**src/rtl/rf_wb_arbiter.sv**
```systemverilog
// Register-file write-port arbiter (ALU vs. load) with a per-register pending-write scoreboard.
// Define RF_ARB_FIXED_PRIO_EN to make the load source always win on contention.
module rf_wb_arbiter #(
   parameter int DATA_W = 32,
   parameter int ADDR_W = 5
) (
   input  logic              clk,
   input  logic              rstn,
   input  logic              alu_valid,
   input  logic [ADDR_W-1:0] alu_addr,
   input  logic [DATA_W-1:0] alu_data,
   output logic              alu_ready,
   input  logic              ld_valid,
   input  logic [ADDR_W-1:0] ld_addr,
   input  logic [DATA_W-1:0] ld_data,
   output logic              ld_ready,
   output logic              rf_wr,
   output logic [ADDR_W-1:0] rf_a3,
   output logic [DATA_W-1:0] rf_wd,
   input  logic              sb_set,
   input  logic [ADDR_W-1:0] sb_addr,
   output logic              sb_ready,
   input  logic [ADDR_W-1:0] chk_a1,
   input  logic [ADDR_W-1:0] chk_a2,
   output logic              hazard,
   input  logic              flush
);

   localparam int NREG = 2 ** ADDR_W;

   // Handshake: a source is accepted in any cycle where its valid and ready are
   // both high. ready is combinational from both valids, the priority state and
   // flush, so a source must not wait for ready before raising valid.

   logic              acc;
   logic [ADDR_W-1:0] acc_addr;
   logic [DATA_W-1:0] acc_data;
   logic              set_en;
   logic              dec_en;
   logic [NREG-1:0]   inc_vec;
   logic [NREG-1:0]   dec_vec;
   logic [1:0]        cnt_q [NREG];
   logic [1:0]        cnt_d [NREG];

`ifdef RF_ARB_FIXED_PRIO_EN
   assign ld_ready  = ld_valid & ~flush;
   assign alu_ready = alu_valid & ~ld_valid & ~flush;
`else
   logic ptr_q;

   // ptr_q = 0 favours ALU; it flips only when both sources contend
   assign alu_ready = alu_valid & (~ld_valid | ~ptr_q) & ~flush;
   assign ld_ready  = ld_valid & (~alu_valid | ptr_q) & ~flush;

   always_ff @(posedge clk) begin
      if (!rstn) begin
         ptr_q <= 1'b0;
      end else if (alu_valid && ld_valid && !flush) begin
         ptr_q <= ~ptr_q;
      end
   end
`endif

   assign acc      = alu_ready | ld_ready;
   assign acc_addr = alu_ready ? alu_addr : ld_addr;
   assign acc_data = alu_ready ? alu_data : ld_data;

   always_ff @(posedge clk) begin
      if (!rstn) begin
         rf_wr <= 1'b0;
         rf_a3 <= '0;
         rf_wd <= '0;
      end else begin
         rf_wr <= acc & (acc_addr != '0);
         if (acc) begin
            rf_a3 <= acc_addr;
            rf_wd <= acc_data;
         end
      end
   end

   assign sb_ready = (cnt_q[sb_addr] != 2'd3) | (sb_addr == '0);
   assign set_en   = sb_set & sb_ready & (sb_addr != '0) & ~flush;
   assign dec_en   = acc & (acc_addr != '0);

   always_comb begin
      inc_vec = '0;
      dec_vec = '0;
      if (set_en) inc_vec[sb_addr] = 1'b1;
      if (dec_en) dec_vec[acc_addr] = 1'b1;
   end

   // A set and a retire on the same register cancel; retire saturates at zero
   always_comb begin
      for (int r = 0; r < NREG; r++) begin
         cnt_d[r] = cnt_q[r];
         if (flush) begin
            cnt_d[r] = 2'd0;
         end else if (inc_vec[r] && !dec_vec[r]) begin
            cnt_d[r] = cnt_q[r] + 2'd1;
         end else if (dec_vec[r] && !inc_vec[r] && cnt_q[r] != 2'd0) begin
            cnt_d[r] = cnt_q[r] - 2'd1;
         end
      end
      cnt_d[0] = 2'd0;
   end

   always_ff @(posedge clk) begin
      if (!rstn) begin
         for (int r = 0; r < NREG; r++) cnt_q[r] <= 2'd0;
      end else begin
         for (int r = 0; r < NREG; r++) cnt_q[r] <= cnt_d[r];
      end
   end

   assign hazard = ((chk_a1 != '0) & (cnt_q[chk_a1] != 2'd0)) |
                   ((chk_a2 != '0) & (cnt_q[chk_a2] != 2'd0));

endmodule
```
**config.mk**
```make
export PLATFORM = sky130hd
export DESIGN_NAME = rf_wb_arbiter
export DESIGN_NICKNAME = d
export VERILOG_FILES = /design/src/rtl/rf_wb_arbiter.sv
export SDC_FILE = /design/constraint.sdc
export NUM_CORES = 1
export LEC_CHECK = 0
export BUFFER_PORTS_ARGS = -buffer_cell sky130_fd_sc_hd__buf_2
export CORE_AREA = 10 10 159 176
export DETAILED_ROUTE_END_ITERATION = 10
export DIE_AREA = 0 0 169 186
export PLACE_DENSITY_LB_ADDON = 0.15
export SETUP_SLACK_MARGIN = 0.05
export SYNTH_ARGS = -nofsm -noshare
export SYNTH_HDL_FRONTEND = slang
export SYNTH_SLANG_ARGS = --single-unit
export TNS_END_PERCENT = 20
```
**constraint.sdc**
```tcl
create_clock -name clk -period 4.8 [get_ports clk]
set_clock_uncertainty 0.2 [all_clocks]
set_input_delay 1.2 -clock clk [delete_from_list [all_inputs] [get_ports clk]]
set_output_delay 1.2 -clock clk [all_outputs]
set_load 0.1 [all_outputs]
```
Word level (Yosys, flattened, before mapping)
Memory sizes are Yosys's and may differ from the RTL's.
Cells that the tools add are included.
W data, S select, Z words.
{"block": "totals", "reg_bits": 39, "ram_bits": 64, "inputBits": 95, "out_inout_bits": 42, "word_cells": 456, "mem_count": 1}
{"block": "classes", "n_addsub": 62, "order_cmp": 4, "n_eq_ne": 1, "n_mux": 135, "bitwise_logic": 51, "n_reduce_logical": 198}
{"memory": "cnt_q", "words": 32, "word_bits": 2, "read_ports": 34, "rd_clocked_by_memory_dff": 0, "wr": 32, "line_no": "42", "source": "logic [1:0] cnt_q [NREG];"}
{"op": "$mux W2", "n": 125}
{"op": "$logic_and A1 B1 Y1", "n": 97}
{"op": "$mux W32", "n": 3}
{"op": "$reduce_bool A2 Y1", "n": 33}
{"op": "$logic_not A1 Y1", "n": 63}
{"op": "$add A2 B1 Y2 const B", "n": 31}
{"op": "$sub A2 B1 Y2 const B", "n": 31}
{"op": "$or A1 B1 Y1", "n": 37}
{"op": "$reduce_bool A5 Y1", "n": 4}
{"op": "$lt A5 B6 Y1 const B", "n": 2}
{"op": "$and A1 B1 Y1", "n": 10}
{"op": "$demux W1 S5", "n": 2}
{"op": "$ge A5 B1 Y1 const B", "n": 2}
{"op": "$logic_not A5 Y1", "n": 1}
{"op": "$mux W5", "n": 1}
{"op": "$mux W1", "n": 4}
{"op": "$not A1 Y1", "n": 4}
{"op": "$ne A2 B2 Y1 const B", "n": 1}

Longest topological paths before layout
Gate-level depths: netlist of run 1.
{"block": "logic_depth", "depth_word": 16, "depth_mapped": 13, "depth_no_buf": 8}

Least setup slack after synthesis of run 1
No wires, ideal clock.
{"block": "synth_path", "kind": "input to output", "start": "in chk_a1[2]", "end": "out hazard", "arrival_ns": 3.441, "required_time_ns": 3.400, "slack_ns": -0.041, "path_stages": 5, "path_buffers": 1, "cell_sequence": "clkbuf_1 mux4_2 mux4_2 mux2i_1 a211o_1"}
{"block": "synth_via", "elab_chain_len": 4, "word_cells_on_any_way": 5, "classes_between": "2 x bitwise; 2 x reduce/logical; 1 x memory"}
{"element": "from (decl)", "line_no": "23", "source": "input logic [ADDR_W-1:0] chk_a1,"}
{"element": "$mem_v2 Z32 W2"}
{"element": "$reduce_bool A2 Y1", "line_no": "116", "source": "assign hazard = ((chk_a1 != '0) & (cnt_q[chk_a1] != 2'd0)) |"}
{"element": "$and A1 B1 Y1 (*)", "line_no": "116"}
{"element": "$or A1 B1 Y1 (*)", "line_no": "116"}
{"element": "to (decl)", "line_no": "25", "source": "output logic hazard,"}
Mark *: on every way between the ends. The rest lies on a longest branch, timed or not.

Worst setup path after layout of run 1
{"block": "layout_path", "start": "in sb_addr[1]", "end": "out sb_ready"}
{"block": "layout_via", "elab_chain_len": 3, "word_cells_on_any_way": 4, "classes_between": "1 x eq/ne; 1 x bitwise; 1 x reduce/logical; 1 x memory"}
{"element": "from (decl)", "line_no": "21", "source": "input logic [ADDR_W-1:0] sb_addr,"}
{"element": "$mem_v2 Z32 W2"}
{"element": "$ne A2 B2 Y1", "line_no": "82", "source": "assign sb_ready = (cnt_q[sb_addr] != 2'd3) | (sb_addr == '0);"}
{"element": "$or A1 B1 Y1 (*)", "line_no": "82"}
{"element": "to (decl)", "line_no": "22", "source": "output logic sb_ready,"}
Marks and branches as above.

==> results.ini, run 1 <==
[status]
run_status=finished, final reports clean

[layout]
final_net_count=1082
antenna_cells=0
proportion_of_layout_cells_with_a_drive_suffix_above_1=0.215
area_growth_syn_to_layout_pct=17.7
final-instance-count-excl-fill=1302

[critical_path]
timing.reg2reg.setup_slack_ns=1.74
critPathCapture=sb_ready
end_of_the_worst_register_to_register_path=cnt_q[20][1]
worst-endpoint-arrival_ns=3.02
startpoint_type=input pin
timing.reg2reg.worst_path_depth=9
capturing_element_type_of_the_critical_path=output pin
worst_ep_required_time_ns=3.40
crit_fanout=30
worst-setup-path-type=in -> out
crit_start=sb_addr[1]
rr_startpoint=cnt_q[8][0]

[placement]
dpl.hpwl_um=19600
placedCellCount=1286
numPortBuffers=136
gp_routability_congestion=0.861

[synthesis]
synth_cell_types=68
avgSynthCellArea_um2=8.05
synth_seq_area_share=0.280
dominantRegCellSynth=sky130_fd_sc_hd__dfxtp_1
synth_enable_flop_cells=0
yosysWarnings=0
ys_async_sr_fraction=0
synthesized_area_um2=7210
mapped_nets=991
synthesis.instances=896
ys_ff_latch=101

[hold_path]
min_from=rf_a3[0]
min-delay-path-class=reg -> reg

[sta]
max_slew_headroom=0.439
worst_slew_pin_slew_ns=0.842
timing.final.crit_share=0.920
finalHoldWorstSlack_ns=0.298
timing.final.hold_violations=0
timing.final.max_slew_violations=0
setup-violations-final=0
grt_setup_unrepaired=no
max_freq_ghz=0.226
final_critical_path_required_period_ns=4.42
setup_total_negative_slack_ns=0

[drt]
viasPerCell=5.75
drt_first_pass_iters=8
number_of_drc_violations_after_detailed_routing_iteration_0=735
postRouteWirelength_um=27000
route.antenna.remaining_nets=0
detailed_route_via_count=7481
detail_route.wl_per_cell_um=20.7
drt_drc_violations_left=0

[floorplanning]
initial_core_util=0.297
design.die.area_um2=31400
fp.coreArea_um2=24200
boundaryPins=137
die_height_um=186
dieWidth_um=169
placement_rows=60

[grt]
antenna_found_initial=1
grt_start_max_net_pins=78
grt_pass1_wl_um=42400
global_route.usage.total=0.169
remaining_global_route_overflow=0
vias_in_the_first_global_route=7347

[clocking]
cts-resized-gates=0
ctsLongestPathBuffers=2
clk-insertion-delay-late_ns=0.36
cts_sinks=101
cts_setup_buffers=0
cts-hold-fix-buffers=0
clk_pin_slew_worst_paths_ns=0.07
cts_inserted_buffers=9
cts_max_level=3
clockRootBuffer=sky130_fd_sc_hd__clkbuf_16
tritoncts=built

[pwr]
vdd_drop_max_uv=138
power_density_nw_per_um2=251
p_leak_uw=0.00317

[flow_run]
drv.max_cap_violation_count=0

## synth_stat cells, drive strengths merged (5+ instances only)
cell type	number	area share
o21ai	14	0.0097
nor2	80	0.042
o2bb2ai	19	0.023
a31oi	8	0.0069
or3b	7	0.0085
nand2	92	0.049
nor2b	46	0.040
o211ai	62	0.065
nor3b	17	0.018
a211oi	10	0.010
nand3	25	0.017
and2	16	0.014
a222oi	32	0.044
nor4b	13	0.016
a211o	7	0.0085
mux4	15	0.047
and4b	5	0.0069
a22o	5	0.0061
mux2i	32	0.044
nor4	13	0.011
o211a	5	0.0069
and3	12	0.010
nor3	41	0.029
buf	31	0.023
xnor2	5	0.0061
or3	17	0.015
o22ai	14	0.012
nand4b	8	0.0097
dfxtp	101	0.28
nand4	9	0.0078
inv	12	0.0062
nand2b	8	0.0080
clkbuf	49	0.026
nand3b	7	0.0073
o2111ai	7	0.0085
a21oi	21	0.015
## sequential cells by signal (all words and copies together), names as in the netlist
name,cells
ptr_q,1
rf_wr,1
rf_a3,5
cnt_q,62
rf_wd,32
## cell usage in the layout, fill, tap and decap left out, types with 9 or more instances in the layout
cell type / count
sky130_fd_sc_hd__o2bb2ai_1: 19
sky130_fd_sc_hd__nor4b_1: 13
sky130_fd_sc_hd__and2_1: 15
sky130_fd_sc_hd__nand2_1: 91
sky130_fd_sc_hd__o21ai_0: 12
sky130_fd_sc_hd__inv_1: 9
sky130_fd_sc_hd__mux2i_1: 31
sky130_fd_sc_hd__mux4_2: 15
sky130_fd_sc_hd__nor3_1: 40
sky130_fd_sc_hd__nand4_1: 9
sky130_fd_sc_hd__nor3b_1: 16
sky130_fd_sc_hd__a211oi_1: 10
sky130_fd_sc_hd__buf_2: 134
sky130_fd_sc_hd__nor4_1: 13
sky130_fd_sc_hd__and3_1: 12
sky130_fd_sc_hd__clkbuf_16: 9
sky130_fd_sc_hd__or3_1: 17
sky130_fd_sc_hd__a222oi_1: 32
sky130_fd_sc_hd__nand3_1: 25
sky130_fd_sc_hd__nor2b_1: 45
sky130_fd_sc_hd__o211ai_1: 61
sky130_fd_sc_hd__dfxtp_1: 101
sky130_fd_sc_hd__buf_4: 22
sky130_fd_sc_hd__o22ai_1: 14
sky130_fd_sc_hd__a21oi_1: 21
sky130_fd_sc_hd__nor2_1: 80
## worst max-delay path: stages
cell                      delay (ns)
sky130_fd_sc_hd__buf_2          0.34
sky130_fd_sc_hd__buf_12         0.26
sky130_fd_sc_hd__mux2i_1        0.21
sky130_fd_sc_hd__o22ai_1        0.11
sky130_fd_sc_hd__nor3_1         0.27
sky130_fd_sc_hd__a22oi_2        0.12
sky130_fd_sc_hd__and2_1         0.21
sky130_fd_sc_hd__inv_2          0.09
sky130_fd_sc_hd__buf_12         0.17
## layer usage
| layer | global-route usage | vias up | wire length (µm) | part of all wire |
|---|---|---|---|---|
| met4 | 0.0580 | 2 | 633 | 0.023 |
| met1 | 0.219 | 3567 | 12100 | 0.45 |
| met3 | 0.0390 | 34 | 1900 | 0.070 |
| li1 | - | 3624 | - | - |
| met5 | 0 | - | 13 | 0.00048 |
| met2 | 0.269 | 254 | 12300 | 0.46 |
## cell type report
cell class	instances	area [µm²]
Clock buffer	9	225
Clock inverter	7	72.6
Fill cell	2564	15800
Inverter	13	48.8
Multi-Input combinational cell	702	4810
Sequential cell	101	2020
Tap cell	310	388
Timing Repair Buffer	160	916
## where the power goes
part / switching, µW / leakage [µW] / internal (µW)
registers: 12.2 / 0.000820 / 859
logic: 364 / 0.00221 / 130
clock network: 397 / 0.000144 / 371
total: 773 / 0.00317 / 1360
## worst min path at each step
stage / end / slack [ns] / depth (start not counted)
after floorplan: cnt_q[12][1] / 0.28 / 2
after global placement: rf_a3[0] / 0.28 / 1
after detailed placement: rf_a3[0] / 0.28 / 1
after CTS: rf_a3[0] / 0.30 / 1
after global routing: rf_a3[1] / 0.33 / 1
final: rf_a3[0] / 0.30 / 1
## cells by family (layout without fill, tap and decap cells)
kind of cell | Yosys count | after routing | synth area share
and+or+nand+nor | 424 | 424 | 0.319
AOI/OAI and AO/OA | 223 | 223 | 0.244
DFF | 101 | 101 | 0.280
buffers and inverters | 93 | 189 | 0.0550
muxes | 50 | 50 | 0.0959
xor gates and xnor gates | 5 | 5 | 0.00607
## stage by stage
stage / utilization / area (µm²) / setup slack, ns / power (µW)
3_3_place_gp: 0.338 / 8190 / 0.415 / 1380
2_1_floorplan: - / 7210 / 0.177 / 1240
3_5_place_dp: 0.338 / 8190 / 0.408 / 1380
6_report: 0.350 / 8490 / 0.382 / 2130
4_1_cts: 0.350 / 8490 / 0.394 / 2160
5_1_grt: 0.350 / 8490 / 0.282 / 2220
Note: power is estimated with default switching activity, not from simulation.
==> inputs of run 2 (changes only) <==
--- a/config.mk
+++ b/config.mk
@@ -6,6 +6,8 @@
 export NUM_CORES = 1
 export LEC_CHECK = 0
 export BUFFER_PORTS_ARGS = -buffer_cell sky130_fd_sc_hd__buf_2
+export CELL_PAD_IN_SITES_DETAIL_PLACEMENT = 1
+export CELL_PAD_IN_SITES_GLOBAL_PLACEMENT = 2
 export CORE_AREA = 10 10 159 176
 export DETAILED_ROUTE_END_ITERATION = 10
 export DIE_AREA = 0 0 169 186
==> run 2 against run 1 <==
Global-route usage increased by 1.1 points. Utilization increased by 0.20 points. Design area grew 0.58%. Register-to-register slack gained 0.02 ns. Critical path type unchanged.
==> results.ini, run 2 (synthesis gave the netlist of run 1 again) <==
[status]
run_status=finished, final reports clean

[layout]
reg_top3=cnt_q: 62 flops, rf_wd: 32 flops, rf_a3: 5 flops
largest_register_ff_count=62
area_growth_syn_to_layout_pct=18.3
proportion_of_layout_cells_with_a_drive_suffix_above_1=0.220
layout_commonest_cell=sky130_fd_sc_hd__buf_2
antenna_cells=0
largest_register=cnt_q
most-common-layout-cells=sky130_fd_sc_hd__buf_2, sky130_fd_sc_hd__dfxtp_1, sky130_fd_sc_hd__nand2_1, sky130_fd_sc_hd__nor2_1, sky130_fd_sc_hd__o211ai_1
final-instance-count-excl-fill=1309
final_net_count=1089

[drt]
drt_first_pass_iters=6
viasPerCell=5.74
postRouteWirelength_um=28900
detailed_route_via_count=7520
detail_route.wl_per_cell_um=22.1
route.antenna.remaining_nets=0
drt_drc_violations_left=0
number_of_drc_violations_after_detailed_routing_iteration_0=542

[pwr]
vdd_drop_max_uv=210
power_frac_clock=0.362
internal-power_uw=1360
comb_power_share=0.234
switching_share=0.369
switching_power_uw=795
seq_power_share=0.404
p_leak_uw=0.00320
power_density_nw_per_um2=253

[clocking]
cts_max_level=3
cts_setup_buffers=0
cts_inserted_buffers=9
clockRootBuffer=sky130_fd_sc_hd__clkbuf_16
ctsLongestPathBuffers=2
tritoncts=built
cts_sinks=101
cts-hold-fix-buffers=0
clk-insertion-delay-late_ns=0.38
clk_pin_slew_worst_paths_ns=0.08
cts-resized-gates=0

[grt]
antenna_found_initial=0
global_route.usage.total=0.180
remaining_global_route_overflow=0
vias_in_the_first_global_route=7684
grt_pass1_wl_um=45100
grt_start_max_net_pins=101

[critical_path]
crit_fanout=15
startpoint_type=input pin
worst-setup-path-type=in -> out
cp_top_family=buffers and inverters
cp_slowest_cell=sky130_fd_sc_hd__buf_2
worst-endpoint-arrival_ns=3.11
capturing_element_type_of_the_critical_path=output pin
timing.critical_path.cells=buf_2 -> buf_4 -> mux2i_1 -> o22ai_1 -> o21ai_0 -> o211ai_2 -> and2_1 -> inv_2 -> buf_12
cp_slowest_stage_delay_ns=0.37
worst_ep_required_time_ns=3.40
critical_path.n_buffers_inverters=4

[sta]
setup_total_negative_slack_ns=0
timing.final.hold_violations=0
setup-violations-final=0
timing.final.max_slew_violations=0
final_critical_path_required_period_ns=4.51
grt_setup_unrepaired=no
timing.final.crit_share=0.940
max_freq_ghz=0.222
max_slew_headroom=0.220
final_critical_path_setup_slack_ns=0.286
worst_slew_pin_slew_ns=1.16

[floorplanning]
dieWidth_um=169
die_height_um=186
boundaryPins=137
initial_core_util=0.297
fp.coreArea_um2=24200
design.die.area_um2=31400
placement_rows=60

[placement]
numPortBuffers=136
dpl.hpwl_um=21500
placedCellCount=1293
gp_routability_congestion=0.895
post-place-ws_ns=0.279

[flow_run]
drv.max_cap_violation_count=0

[hold_path]
min-delay-path-class=reg -> reg

## run 2: per-layer routing
layer | vias up | global-route usage | part of all wire
li1 | 3630 | - | -
met4 | 0 | 0.0511 | 0.016
met2 | 192 | 0.287 | 0.46
met1 | 3679 | 0.239 | 0.47
met3 | 19 | 0.0399 | 0.055
met5 | - | 0 | 0
## run 2: area by class of cell
class                      count  area (µm²)
inverter                      13        48.8
clock inverter                 7        68.8
timing repair buffer         167         968
clock buffer                   9         225
tap                          310         388
sequential                   101        2020
fill                        2935       15700
multi-input combinational    702        4810
## run 2: through the flow
step / power [µW] / util / instance area [µm²] / hold slack [ns]
2_1_floorplan: 1240 / - / 7210 / 0.279
3_3_place_gp: 1400 / 0.340 / 8240 / 0.285
3_5_place_dp: 1400 / 0.340 / 8240 / 0.286
4_1_cts: 2180 / 0.352 / 8530 / 0.307
5_1_grt: 2250 / 0.352 / 8530 / 0.331
6_report: 2160 / 0.352 / 8530 / 0.301
## run 2: worst paths after layout
check | startpoint | end | slack (ns) | cells past startpoint
hold / removal | rf_a3[3] | rf_a3[3] | 0.30 | 1
setup reg to reg | ptr_q | cnt_q[27][0] | 1.76 | 9
hold reg to reg | rf_a3[3] | rf_a3[3] | 0.30 | 1
setup / recovery | sb_addr[1] | sb_ready | 0.29 | 9
## run 2: power by group through the flow
stage / Clock, µW / Sequential, µW / Combinational (µW)
2_1_floorplan: 0 / 1040 / 202
3_3_place_gp: 0 / 891 / 504
3_5_place_dp: 0 / 890 / 505
4_1_cts: 805 / 872 / 507
5_1_grt: 834 / 875 / 537
6_report: 780 / 872 / 505
==> inputs of run 3 (changes only) <==
==> constraint.sdc (replaced) <==
create_clock -name clk -period 5.07 [get_ports clk]
set_clock_uncertainty 0.2 [all_clocks]
set_input_delay 1.2675 -clock clk [delete_from_list [all_inputs] [get_ports clk]]
set_output_delay 1.2675 -clock clk [all_outputs]
set_load 0.1 [all_outputs]
==> run 3 against run 2 <==
Die area is the same. Critical path type unchanged. Sequential share of layout area is essentially flat. Clock power shrank 3.2%. Total power shrank 4.8%. First-iteration DRC count shrank 2.2%.
==> results.ini, run 3 (synthesis gave the netlist of run 1 again) <==
[critical_path]
worst-setup-path-type=in -> out
crit_top_cell=sky130_fd_sc_hd__buf_12
worst_ep_required_time_ns=3.60
crit_fanout=21
startpoint_type=input pin
critical_path.n_buffers_inverters=4
rr_startpoint=cnt_q[14][0]
worst-endpoint-arrival_ns=3.10
cp_top_family=buffers and inverters
cp_slowest_stage_delay_ns=0.36
capturing_element_type_of_the_critical_path=output pin
timing.critical_path.cells=buf_2 -> buf_12 -> mux2i_1 -> o21bai_1 -> nor4_1 -> a22oi_2 -> and2_1 -> inv_2 -> buf_12
cp_slowest_cell=sky130_fd_sc_hd__buf_2
crit_start=sb_addr[1]

[clocking]
clk-insertion-delay-late_ns=0.37
clk_pin_slew_worst_paths_ns=0.08
clockRootBuffer=sky130_fd_sc_hd__clkbuf_16
cts_setup_buffers=0
tritoncts=built
cts_sinks=101
cts_inserted_buffers=9
ctsLongestPathBuffers=2
cts-resized-gates=0
cts_max_level=3
cts-hold-fix-buffers=0

[floorplanning]
placement_rows=60
fp.coreArea_um2=24200
dieWidth_um=169
die_height_um=186
initial_core_util=0.297
boundaryPins=137
design.die.area_um2=31400

[placement]
gp_routability_congestion=0.896
placed_area_um2=8210
dpl.hpwl_um=21900
numPortBuffers=136

[sta]
grt_setup_unrepaired=no
final_critical_path_required_period_ns=4.57
timing.final.max_slew_violations=0
max_slew_headroom=0.431
setup-violations-final=0
worst_slew_pin_slew_ns=0.852
timing.final.hold_violations=0
setup_total_negative_slack_ns=0
timing.final.crit_share=0.901
max_freq_ghz=0.219

[pwr]
switching_share=0.369
power_density_nw_per_um2=241
seq_power_share=0.402
switching_power_uw=757
p_leak_uw=0.00320
power_frac_clock=0.368
internal-power_uw=1300
comb_power_share=0.230
vdd_drop_max_uv=194

[grt]
antenna_found_initial=2
grt_pass1_wl_um=45900
grt_start_max_net_pins=78
vias_in_the_first_global_route=7781
global_route.usage.total=0.182
remaining_global_route_overflow=0

[drt]
detailed_route_via_count=7575
drt_first_pass_iters=6
route.antenna.remaining_nets=0
postRouteWirelength_um=29100
drt_drc_violations_left=0
viasPerCell=5.80
detail_route.wl_per_cell_um=22.3
number_of_drc_violations_after_detailed_routing_iteration_0=530

[layout]
proportion_of_layout_cells_with_a_drive_suffix_above_1=0.216
most-common-layout-cells=sky130_fd_sc_hd__buf_2, sky130_fd_sc_hd__dfxtp_1, sky130_fd_sc_hd__nand2_1, sky130_fd_sc_hd__nor2_1, sky130_fd_sc_hd__o211ai_1
layout_commonest_cell=sky130_fd_sc_hd__buf_2
fillers=2960
largest_register=cnt_q
largest_register_ff_count=62
area_growth_syn_to_layout_pct=18.2
final_net_count=1085
reg_top3=cnt_q: 62 flops, rf_wd: 32 flops, rf_a3: 5 flops
design_area_um2=8520
antenna_cells=0

[flow_run]
drv.max_cap_violation_count=0

[hold_path]
min_from=rf_a3[2]
min-delay-path-class=reg -> reg

[status]
run_status=finished, final reports clean

## run 3: layout make-up
class / count / area, µm² / area share
Clock buffer: 9 / 225 / 0.0264
Clock inverter: 7 / 88.8 / 0.0104
Sequential cell: 101 / 2020 / 0.237
Timing Repair Buffer: 163 / 938 / 0.110
Tap cell: 310 / 388 / 0.0455
Multi-Input combinational cell: 702 / 4810 / 0.565
Inverter: 13 / 48.8 / 0.00573
## run 3: final timing paths
check                                    end  slack [ns]  cells past startpoint
worst min register to register      rf_a3[2]        0.30                      1
worst max register to register  cnt_q[20][1]        1.96                      9
worst max-delay path                sb_ready        0.50                      9
worst min-delay path                rf_a3[2]        0.30                      1
## run 3: through the flow
step	util	hold slack [ns]	power (µW)	setup WS (ns)	cells
2_1_floorplan	-	0.279	1180	0.0939	896
3_3_place_gp	0.339	0.283	1320	0.543	1289
3_5_place_dp	0.339	0.286	1320	0.517	1289
4_1_cts	0.351	0.306	2080	0.497	1305
5_1_grt	0.351	0.339	2140	0.345	1305
6_report	0.351	0.301	2050	0.502	1305
## run 3: worst register-to-register path, cell delays in order, from the launching register on
cell and delay, ns:
sky130_fd_sc_hd__dfxtp_1 0.39, sky130_fd_sc_hd__mux2i_1 0.19, sky130_fd_sc_hd__o22ai_1 0.12, sky130_fd_sc_hd__nor4_1 0.44, sky130_fd_sc_hd__a22oi_2 0.10, sky130_fd_sc_hd__and2_1 0.22, sky130_fd_sc_hd__inv_2 0.10, sky130_fd_sc_hd__buf_4 0.63
sky130_fd_sc_hd__a31oi_1 0.23, sky130_fd_sc_hd__a2111oi_0 0.37
## run 3: power by group through the flow
stage	logic (µW)	clock network [µW]	registers, µW
4_1_cts	476	782	825
2_1_floorplan	191	0	984
3_3_place_gp	472	0	844
6_report	472	755	825
5_1_grt	504	806	828
3_5_place_dp	475	0	843
## run 3: per-layer routing
layer,GRT usage,share of wire
met1,0.240,0.45
met3,0.0441,0.065
met2,0.292,0.46
met4,0.0477,0.017
met5,0,0.00086
